===== src/rtl/ks_serial_mul.sv =====
// ks_serial_mul: digit-serial carry-less (GF(2)[x]) multiplier.
// Consumes DIGIT bits of operand b per BUSY cycle, least significant digit first.
// Optional build macro KS_MOD_REDUCE_EN adds a one-cycle REDUCE state that
// reduces the product modulo POLY before it is presented on d.
//
// Handshakes: a transfer happens on a rising edge where valid && ready are both
// high. in_ready is high exactly in IDLE. out_valid is registered and rises the
// edge after the FSM enters DONE; d is stable while out_valid is high and is
// released by out_valid && out_ready.
module ks_serial_mul #(
    parameter int               WIDTH = 16,
    parameter int               DIGIT = 4,
    parameter logic [WIDTH:0]   POLY  = 17'h1002B
) (
    input  logic                   clk,
    input  logic                   rst_n,
    input  logic                   in_valid,
    output logic                   in_ready,
    input  logic [WIDTH-1:0]       a,
    input  logic [WIDTH-1:0]       b,
    output logic                   out_valid,
    input  logic                   out_ready,
    output logic [2*WIDTH-2:0]     d
);

    localparam int PW   = 2 * WIDTH - 1;
    localparam int NDIG = WIDTH / DIGIT;
    localparam int KW   = (NDIG > 1) ? $clog2(NDIG) : 1;
    localparam logic [KW-1:0] K_LAST = KW'(NDIG - 1);

    // Elaboration-time sanity check of the configuration.
    if ((DIGIT < 1) || (WIDTH % DIGIT != 0) || (POLY[WIDTH] != 1'b1)) begin : g_param_check
        $error("ks_serial_mul: bad WIDTH/DIGIT/POLY combination");
    end

`ifdef KS_MOD_REDUCE_EN
    typedef enum logic [1:0] {
        S_IDLE   = 2'd0,
        S_BUSY   = 2'd1,
        S_REDUCE = 2'd2,
        S_DONE   = 2'd3
    } state_t;
`else
    typedef enum logic [1:0] {
        S_IDLE   = 2'd0,
        S_BUSY   = 2'd1,
        S_DONE   = 2'd3
    } state_t;
`endif

    state_t           state;
    state_t           next_state;
    logic [PW-1:0]    a_sh;     // operand a, pre-shifted to the current digit position
    logic [WIDTH-1:0] b_sh;     // operand b, current digit in the low DIGIT bits
    logic [PW-1:0]    acc;
    logic [KW-1:0]    k;
    logic [PW-1:0]    pp;
    logic             last_digit;

    // Carry-less product of the shifted a with one DIGIT-wide slice of b.
    function automatic logic [PW-1:0] digit_mul(input logic [PW-1:0] x,
                                                input logic [DIGIT-1:0] dg);
        logic [PW-1:0] p;
        p = '0;
        for (int j = 0; j < DIGIT; j++) begin
            if (dg[j]) p = p ^ (x << j);
        end
        return p;
    endfunction

`ifdef KS_MOD_REDUCE_EN
    // Polynomial remainder of x modulo POLY, clearing bits from the top down.
    function automatic logic [WIDTH-1:0] poly_mod(input logic [PW-1:0] x);
        logic [PW-1:0] r;
        r = x;
        for (int i = PW - 1; i >= WIDTH; i--) begin
            if (r[i]) r = r ^ (PW'(POLY) << (i - WIDTH));
        end
        return r[WIDTH-1:0];
    endfunction
`endif

    assign pp         = digit_mul(a_sh, b_sh[DIGIT-1:0]);
    assign last_digit = (k == K_LAST);
    assign in_ready   = (state == S_IDLE);

    // State register.
    always_ff @(posedge clk or negedge rst_n) begin
        if (!rst_n) state <= S_IDLE;
        else        state <= next_state;
    end

    // Next-state logic.
    always_comb begin
        next_state = state;
        case (state)
            S_IDLE:   if (in_valid) next_state = S_BUSY;
`ifdef KS_MOD_REDUCE_EN
            S_BUSY:   if (last_digit) next_state = S_REDUCE;
            S_REDUCE: next_state = S_DONE;
`else
            S_BUSY:   if (last_digit) next_state = S_DONE;
`endif
            S_DONE:   if (out_valid && out_ready) next_state = S_IDLE;
            default:  next_state = S_IDLE;
        endcase
    end

    // Datapath: operand capture, digit accumulation and result register.
    always_ff @(posedge clk or negedge rst_n) begin
        if (!rst_n) begin
            a_sh <= '0;
            b_sh <= '0;
            acc  <= '0;
            k    <= '0;
            d    <= '0;
        end else begin
            case (state)
                S_IDLE: begin
                    if (in_valid) begin
                        a_sh <= PW'(a);
                        b_sh <= b;
                        acc  <= '0;
                        k    <= '0;
                    end
                end
                S_BUSY: begin
                    acc  <= acc ^ pp;
                    a_sh <= a_sh << DIGIT;
                    b_sh <= b_sh >> DIGIT;
                    k    <= last_digit ? '0 : k + 1'b1;
`ifndef KS_MOD_REDUCE_EN
                    if (last_digit) d <= acc ^ pp;
`endif
                end
`ifdef KS_MOD_REDUCE_EN
                S_REDUCE: d <= PW'(poly_mod(acc));
`endif
                default: ;
            endcase
        end
    end

    // Output valid: rises one edge after DONE is entered, drops on the handshake.
    always_ff @(posedge clk or negedge rst_n) begin
        if (!rst_n) out_valid <= 1'b0;
        else        out_valid <= (state == S_DONE) && !(out_valid && out_ready);
    end

endmodule

===== config.mk =====
export PLATFORM = sky130hd
export DESIGN_NAME = ks_serial_mul
export DESIGN_NICKNAME = d
export VERILOG_FILES = /design/src/rtl/ks_serial_mul.sv
export SDC_FILE = /design/constraint.sdc
export NUM_CORES = 1
export LEC_CHECK = 0
export CAP_MARGIN = 10
export CORE_ASPECT_RATIO = 1.1
export CORE_MARGIN = 2
export CORE_UTILIZATION = 35
export DETAILED_ROUTE_END_ITERATION = 8
export HOLD_SLACK_MARGIN = 0.03
export PLACE_DENSITY = 0.56
export SLEW_MARGIN = 20
export SYNTH_ARGS = -nofsm -noshare
export SYNTH_HDL_FRONTEND = slang
export SYNTH_SLANG_ARGS = --single-unit

===== constraint.sdc =====
create_clock -name clk -period 1.8 [get_ports clk]
set_input_delay 0.54 -clock clk [delete_from_list [all_inputs] [get_ports clk]]
set_output_delay 0.54 -clock clk [all_outputs]
set_load 0.1 [all_outputs]

**Yosys cells after proc, flatten, opt, wreduce, memory -nomap -nowiden**

Cells that the tools add are included.

- Word-level logic and storage cells: 43
- Output and inout bits: 33
- Input bits: 36
- Register bits after elaboration: 114

- Mux-type cells: 17
- Equality and inequality tests: 6
- Add/sub/neg operators: 1
- Bitwise gates (word level): 4
- Reduce and logical (&&, ||, !) cells: 8

Operator list:

| cell | number |
|---|---|
| two-way mux 31 bit | 6 |
| case mux 31 bit (2 select lines) | 2 |
| bitwise XOR 31 bit | 4 |
| case mux 16 bit (2 select lines) | 1 |
| two-way mux 16 bit | 1 |
| two-way mux 2 bit | 5 |
| != test 2 bit (second input constant) | 3 |
| case mux 2 bit (3 select lines) | 1 |
| == test 2 bit (second input constant) | 2 |
| case mux 2 bit (2 select lines) | 1 |
| AND reduction 2 bit | 2 |
| AND reduction 3 bit | 1 |
| adder 2 x 1 -> 2 bit (second input constant) | 1 |
| == test 2 x 1 -> 1 bit (second input constant) | 1 |
| logical AND 1 bit | 2 |
| zero test 2 bit | 1 |
| nonzero test 2 bit | 1 |
| zero test 1 bit | 1 |

**Logic depth before layout (Yosys ltp)**

Gate-level depths: netlist (run 1).

- Depth in word-level cells: 9
- Gate-level depth with buffers: 7
- Depth with buffers taken out: 5

**Worst setup path after synthesis (run 1)**

Ideal clock, no wire load.

- Path kind: register to output
- Start point: register state[1]
- End point: output port in_ready
- Stages on the path, launching flop included: 3
- Data arrival time: 1.854 ns
- Path slack: -0.594 ns
- Required time: 1.260 ns
- Buffers on the path: 1
- Cell sequence: dfrtp_1 -> clkbuf_1 -> nor2_1

- Longest elaborated chain between the ends: 1

RTL lines:

| what | RTL line | source |
|---|---|---|
| start, declared | 51 | `state_t state;` |
| start signal, assigned | 90 | `else state <= next_state;` |
| zero test 2 bit | 85 | `assign in_ready = (state == S_IDLE);` |
| end, declared | 18 | `output logic in_ready,` |

No other way between the ends.

**Worst setup path after layout (run 1)**

Ends and elaborated chain as after synthesis.

==> Implementation_results.wiki, run 1 <==
{| class="wikitable"
! Metric !! Value
|-
| Status || finished, final reports clean
|-
| Post-synth net total || 777
|-
| Synth Flop Type || sky130_fd_sc_hd__dfrtp_1
|-
| Path type of the worst setup path || reg -> out
|-
| Period utilisation layout || 96.8%
|-
| Post-synthesis instance area || 6390 µm²
|-
| Kind of launch point of the worst setup path || flip-flop
|-
| Crit path max fanout || 8
|-
| Count of final setup violators || 0
|-
| CTS Buf Count || 17
|-
| Yosys synthesis warning count || 0
|-
| Overall Global Routing Usage || 15.2%
|-
| Horizontal die dimension || 133 µm
|-
| Filler Cells Inserted || 1696
|-
| Worst min-delay path class || in -> async
|-
| Area used by sequential logic in the layout || 2860 µm²
|-
| Last weighted congestion value of the routability-driven placer || 0.767
|-
| DRT antenna net count || 0
|-
| Headroom to the max-slew limit || 69.9%
|-
| Net count, final || 846
|-
| Number of antenna cells inserted || 0
|-
| Worst-Skew Late Latency || 410 ps
|-
| Clock root buffer || sky130_fd_sc_hd__clkbuf_16
|-
| Antenna violations before repair || 0
|-
| H-tree depth || 4
|-
| Unrepaired setup endpoints after global routing || no
|-
| Iteration count of the initial detailed-routing pass || 5
|-
| Congestion Overflow GR || 0
|-
| Vias in the first global route || 4742
|-
| Worst clock skew on the final layout || 6.74 ps
|-
| Die Footprint || 19400 µm²
|-
| Ratio of cells with drive above 1 in the final layout || 11.6%
|-
| Pins Over Slew Limit || 0
|-
| WP data arrival || 1200 ps
|-
| Synth area leader || sky130_fd_sc_hd__dfrtp_1
|-
| Number of vias per cell after detailed routing || 4.56
|-
| Die span in y || 146 µm
|-
| First-pass GRT wire length || 23800 µm
|-
| Avg Inst Size Synth || 8.64 µm²
|-
| Total number of placement rows || 51
|-
| CTS max path bufs || 2
|-
| Post-synth top cells || 187 x sky130_fd_sc_hd__nand2_1, 114 x sky130_fd_sc_hd__dfrtp_1, 88 x sky130_fd_sc_hd__xnor2_1
|-
| Clock tree from TritonCTS || yes
|-
| Post-layout instance count excluding filler cells || 1059
|-
| Routed length per instance || 12.9 µm
|-
| Effective utilization at floorplan || 35.9%
|-
| Remaining DRCs || 0
|-
| Pin count of the biggest net entering global routing || 52
|-
| EDFF count, synth || 0
|-
| Sequential fraction of the synthesis area || 44.6%
|-
| Violation count after the first detailed-routing iteration || 240
|-
| Count of boundary I/O pins || 69
|-
| Post-route minimum period || 1740 ps
|-
| Syn Inst Count || 740
|-
| PortBufs || 68
|-
| Multi-input combinational cell area || 3210 µm²
|-
| Area of the core region || 17800 µm²
|-
| Number of failing hold endpoints at the final stage || 0
|-
| CP required || 1260 ps
|-
| Distinct cell type count after synthesis || 25
|-
| DPL Wire Length || 9080 µm
|-
| Transition time at the pin with the least slew margin || 451 ps
|-
| Async S/R FF share, synth || 100%
|-
| Max frequency || 574 MHz
|-
| Post-layout utilization of the core || 46.8%
|-
| Most frequent cell after synthesis || sky130_fd_sc_hd__nand2_1
|-
| Clock-pin slew on the worst setup and hold paths || 50 ps
|-
| # Max-Cap Violations || 0
|-
| Register-to-Register Path Depth || 5
|-
| Dpl cells || 1024
|-
| Final Routed Wirelength || 13600 µm
|-
| Clock tree sinks || 114
|-
| Via count of the routed design || 4832
|-
| Cell types occupying the most area after synthesis || sky130_fd_sc_hd__dfrtp_1 45%, sky130_fd_sc_hd__xnor2_1 12%, sky130_fd_sc_hd__nand2_1 11%
|-
| Kind of capture point of the worst setup path || primary output
|-
| Flop and latch count out of synthesis || 114
|-
| Layout overhead on the synthesized area || 30.5%
|-
| Share of Yosys cell area claimed by the top area cell type || 44.6%
|}
-- flip-flops by register name, indices dropped and copies added, names as in the netlist --
signal and flops:
acc 31, b_sh 16, k 2, state 2, a_sh 31, out_valid 1
d 31
-- per-stage QoR --
stage / cell area [µm²] / setup TNS, ps / worst slack [ps] / hold slack (ps)
floorplan: 6400 / 0 / 158 / 244
global placement: 7780 / -886 / -58.0 / 461
detailed placement: 7780 / -1510 / -93.9 / 470
CTS: 8310 / 0 / 19.0 / 85.4
global route: 8340 / 0 / 13.9 / 106
finish: 8340 / 0 / 57.8 / 79.5
-- per-layer routing --
| layer | part of all wire (%) | vias up | GRT usage (%) |
|---|---|---|---|
| li1 | - | 2509 | - |
| met1 | 48 | 2225 | 19.9 |
| met2 | 48 | 78 | 24.6 |
| met3 | 3.0 | 20 | 3.13 |
| met4 | 1.7 | 0 | 5.75 |
| met5 | 0 | - | 0 |
-- path summary, 6_finish.rpt --
kind                       startpoint  slack (ps)  endpoint
min in group clk              b_sh[7]         480   b_sh[7]
max in group asynchronous       rst_n        1170  state[1]
setup / recovery             state[1]          60  in_ready
setup reg to reg             state[1]         220    acc[2]
hold / removal                  rst_n          80     d[15]
hold reg to reg               b_sh[7]         480   b_sh[7]
-- layout make-up --
class / count / area share [%]
Multi-Input combinational cell: 551 / 38.5
Sequential cell: 114 / 34.2
Timing Repair Buffer: 95 / 16.0
Clock buffer: 25 / 5.94
Tap cell: 238 / 3.57
Inverter: 30 / 1.35
Clock inverter: 6 / 0.360
-- critical path, stage by stage (launching register included) --
cell                      delay, ps
sky130_fd_sc_hd__dfrtp_2        470
sky130_fd_sc_hd__nor2_4         130
sky130_fd_sc_hd__buf_12         180
-- kinds of logic after synthesis --
| family | Yosys count | share of synthesized area [%] |
|---|---|---|
| AO/OA/AOI/OAI | 151 | 12.9 |
| XOR/XNOR | 118 | 16.2 |
| adder cells (fa/ha/maj) | 1 | 0.196 |
| buffers and inverters | 75 | 5.70 |
| flip-flops | 114 | 44.6 |
| multiplexers | 24 | 3.76 |
| AND/OR/NAND/NOR | 257 | 16.7 |
-- cell usage in the layout (no fill, tap or decap), drive strengths merged, types with 2 or more instances in the layout --
cell type and n:
o21ai 94, a21oi 38, clkbuf 25, clkdlybuf4s50 34
nand2 187, mux2i 24, clkinv 6, xnor2 88
inv 30, a22o 16, nor2b 38, dfrtp 114
xor2 30, nor2 29, buf 61, o31ai 2
-- what timing repair did --
action	in CTS	in global routing
hold buffers	0	0
setup buffers	3	3
resized for setup	2	1
setup endpoints to repair	1	2
gates cloned	0	0
Power of run 1 is left out: the tool's default activity adds up to more than one toggle a clock period on the data nets, which glitch-free logic cannot reach.
==> run 2, diff against run 1 <==
- HOLD_SLACK_MARGIN: 0.03 -> unset
- clock period: 1.8 -> 1.75 ns (I/O delays scaled with it)
==> Implementation_results.wiki, run 2 (synthesis results as in run 1) <==
{| class="wikitable"
! Metric !! Value
|-
| Period utilisation layout || 96.3%
|-
| Vias in the first global route || 4880 (was 4742)
|-
| Remaining DRCs || 0 (unchanged)
|-
| Setup slack at placement || -145 ps (was -93.9 ps)
|-
| Number of vias per cell after detailed routing || 4.59 (was 4.56)
|-
| Last weighted congestion value of the routability-driven placer || 0.761 (was 0.767)
|-
| Count of boundary I/O pins || 69 (unchanged)
|-
| Kind of launch point of the worst setup path || flip-flop (unchanged)
|-
| CP bufs+invs || 1 (unchanged)
|-
| Count of final setup violators || 0 (unchanged)
|-
| Largest incremental delay on the critical path || 430 ps (was 470 ps)
|-
| Most frequent standard cell in the layout excluding fill and tap cells || sky130_fd_sc_hd__nand2_1 (unchanged)
|-
| CTS Buf Count || 17 (unchanged)
|-
| First-pass GRT wire length || 24200 µm (was 23800 µm)
|-
| DPL Wire Length || 9500 µm (was 9080 µm)
|-
| Headroom to the max-slew limit || 73.3% (was 69.9%)
|-
| PortBufs || 68 (unchanged)
|-
| Multi-input combinational cell area || 3210 µm² (unchanged)
|-
| Clock tree sinks || 114 (unchanged)
|-
| Worst min-delay path class || reg -> reg (was in -> async)
|-
| Critical path's slowest cell || sky130_fd_sc_hd__dfrtp_2 (unchanged)
|-
| Routed length per instance || 13.2 µm (was 12.9 µm)
|-
| Clock-pin slew on the worst setup and hold paths || 50 ps (about the same)
|-
| Antenna violations before repair || 0 (unchanged)
|-
| Violation count after the first detailed-routing iteration || 245 (was 240)
|-
| Clock root buffer || sky130_fd_sc_hd__clkbuf_16 (unchanged)
|-
| Status || finished, final reports clean (unchanged)
|-
| Worst-Skew Late Latency || 420 ps (was 410 ps)
|-
| Ratio of cells with drive above 1 in the final layout || 12.8% (was 11.6%)
|-
| Pins Over Slew Limit || 0 (unchanged)
|-
| Kind of capture point of the worst setup path || primary output (unchanged)
|-
| Die span in y || 146 µm (unchanged)
|-
| Via count of the routed design || 4905 (was 4832)
|-
| CTS max path bufs || 2 (unchanged)
|-
| Net count, final || 854 (was 846)
|-
| Crit path max fanout || 2 (was 8)
|-
| Clock tree from TritonCTS || yes (unchanged)
|-
| Min setup slack post-route || 65.2 ps (was 57.8 ps)
|-
| Layout overhead on the synthesized area || 32.3% (was 30.5%)
|-
| Horizontal die dimension || 133 µm (unchanged)
|-
| # Max-Cap Violations || 0 (unchanged)
|-
| Max frequency || 594 MHz
|-
| Number of antenna cells inserted || 0 (unchanged)
|-
| Final Routed Wirelength || 14100 µm (was 13600 µm)
|-
| H-tree depth || 4 (unchanged)
|-
| Largest registers in the final layout || a_sh: 31 flops, acc: 31 flops, d: 31 flops (unchanged)
|-
| Congestion Overflow GR || 0 (unchanged)
|-
| Post-route minimum period || 1680 ps
|-
| Die Footprint || 19400 µm² (unchanged)
|-
| CP required || 1220 ps (was 1260 ps)
|-
| Area used by sequential logic in the layout || 2860 µm² (unchanged)
|-
| Worst clock skew on the final layout || 7.76 ps (was 6.74 ps)
|-
| Filler Cells Inserted || 1701 (was 1696)
|-
| Unrepaired setup endpoints after global routing || no (unchanged)
|-
| Family with the most delay on the worst path || flip-flops (unchanged)
|-
| Commonest cells after routing, fill and taps aside || 186 x sky130_fd_sc_hd__nand2_1, 112 x sky130_fd_sc_hd__dfrtp_1, 88 x sky130_fd_sc_hd__xnor2_1 (unchanged)
|-
| Area of the core region || 17800 µm² (unchanged)
|-
| DRT antenna net count || 0 (unchanged)
|-
| Total number of placement rows || 51 (unchanged)
|-
| Number of failing hold endpoints at the final stage || 0 (unchanged)
|-
| Path type of the worst setup path || reg -> out (unchanged)
|-
| Iteration count of the initial detailed-routing pass || 4 (was 5)
|-
| Transition time at the pin with the least slew margin || 397 ps (was 451 ps)
|-
| WP data arrival || 1160 ps (was 1200 ps)
|-
| Overall Global Routing Usage || 15.5% (was 15.2%)
|-
| Cells along the critical path || nor2_4 > buf_12 (unchanged)
|-
| Pin count of the biggest net entering global routing || 45 (was 52)
|-
| Effective utilization at floorplan || 35.9% (unchanged)
|}
run 2: changes by cell type in the layout (fill, tap and decap cells not counted):
cell / change
sky130_fd_sc_hd__clkinvlp_4: +2
sky130_fd_sc_hd__clkbuf_8: -1
sky130_fd_sc_hd__clkbuf_1: -3
sky130_fd_sc_hd__bufinv_16: +2
sky130_fd_sc_hd__clkinv_2: +1
sky130_fd_sc_hd__buf_4: +7
sky130_fd_sc_hd__dlygate4sd3_1: +1
run 2: layout make-up:
type                       instances  area share, %
sequential                       114           33.8
clock buffer                      21           5.56
inverter                          30           1.33
multi-input combinational        551           38.0
clock inverter                    11           1.30
tap                              238           3.52
timing repair buffer             103           16.5
run 2: final timing paths:
path / start / endpoint / slack, ps / cells after the start
setup / recovery: state[0] / in_ready / 70 / 2
hold / removal: b_sh[6] / b_sh[6] / 480 / 2
setup reg to reg: state[1] / acc[16] / 200 / 6
hold reg to reg: b_sh[6] / b_sh[6] / 480 / 2
max in group asynchronous: rst_n / a_sh[23] / 800 / 3
min in group asynchronous: rst_n / d[9] / 490 / 2
run 2: routing by layer:
layer  up-vias  track usage (%)  routed length [µm]
met4         0             5.86                 223
met1      2268             19.8                6600
li1       2536                -                   -
met5         -                0                   0
met2        82             25.7                6770
met3        19             3.27                 473
run 2: worst register-to-register path, stage by stage, from the launching register on:
cell and delay (ps):
sky130_fd_sc_hd__dfrtp_2 450, sky130_fd_sc_hd__buf_4 190, sky130_fd_sc_hd__nor2b_4 160, sky130_fd_sc_hd__buf_12 180, sky130_fd_sc_hd__buf_12 250, sky130_fd_sc_hd__a21oi_1 120, sky130_fd_sc_hd__nor2b_1 130
run 2: what timing repair did:
| action | CTS | global route |
|---|---|---|
| hold endpoints to repair | 3 | 0 |
| setup endpoints to repair | 1 | 20 |
| hold buffers | 1 | 0 |
| resized for setup | 2 | 1 |
| setup buffers | 2 | 1 |
run 2: metrics by stage:
step                      hold WS, ps  cell area, µm²  TNS (ps)  util [%]  instances
after floorplan                   229            6400         0         -        740
after global placement            362            7840     -3510      44.1       1033
after detailed placement          365            7840     -4680      44.1       1033
after CTS                         478            8440         0      47.4       1067
after global routing              491            8460         0      47.5       1068
final                             480            8460         0      47.5       1068
Power of run 2 is left out for the same reason.
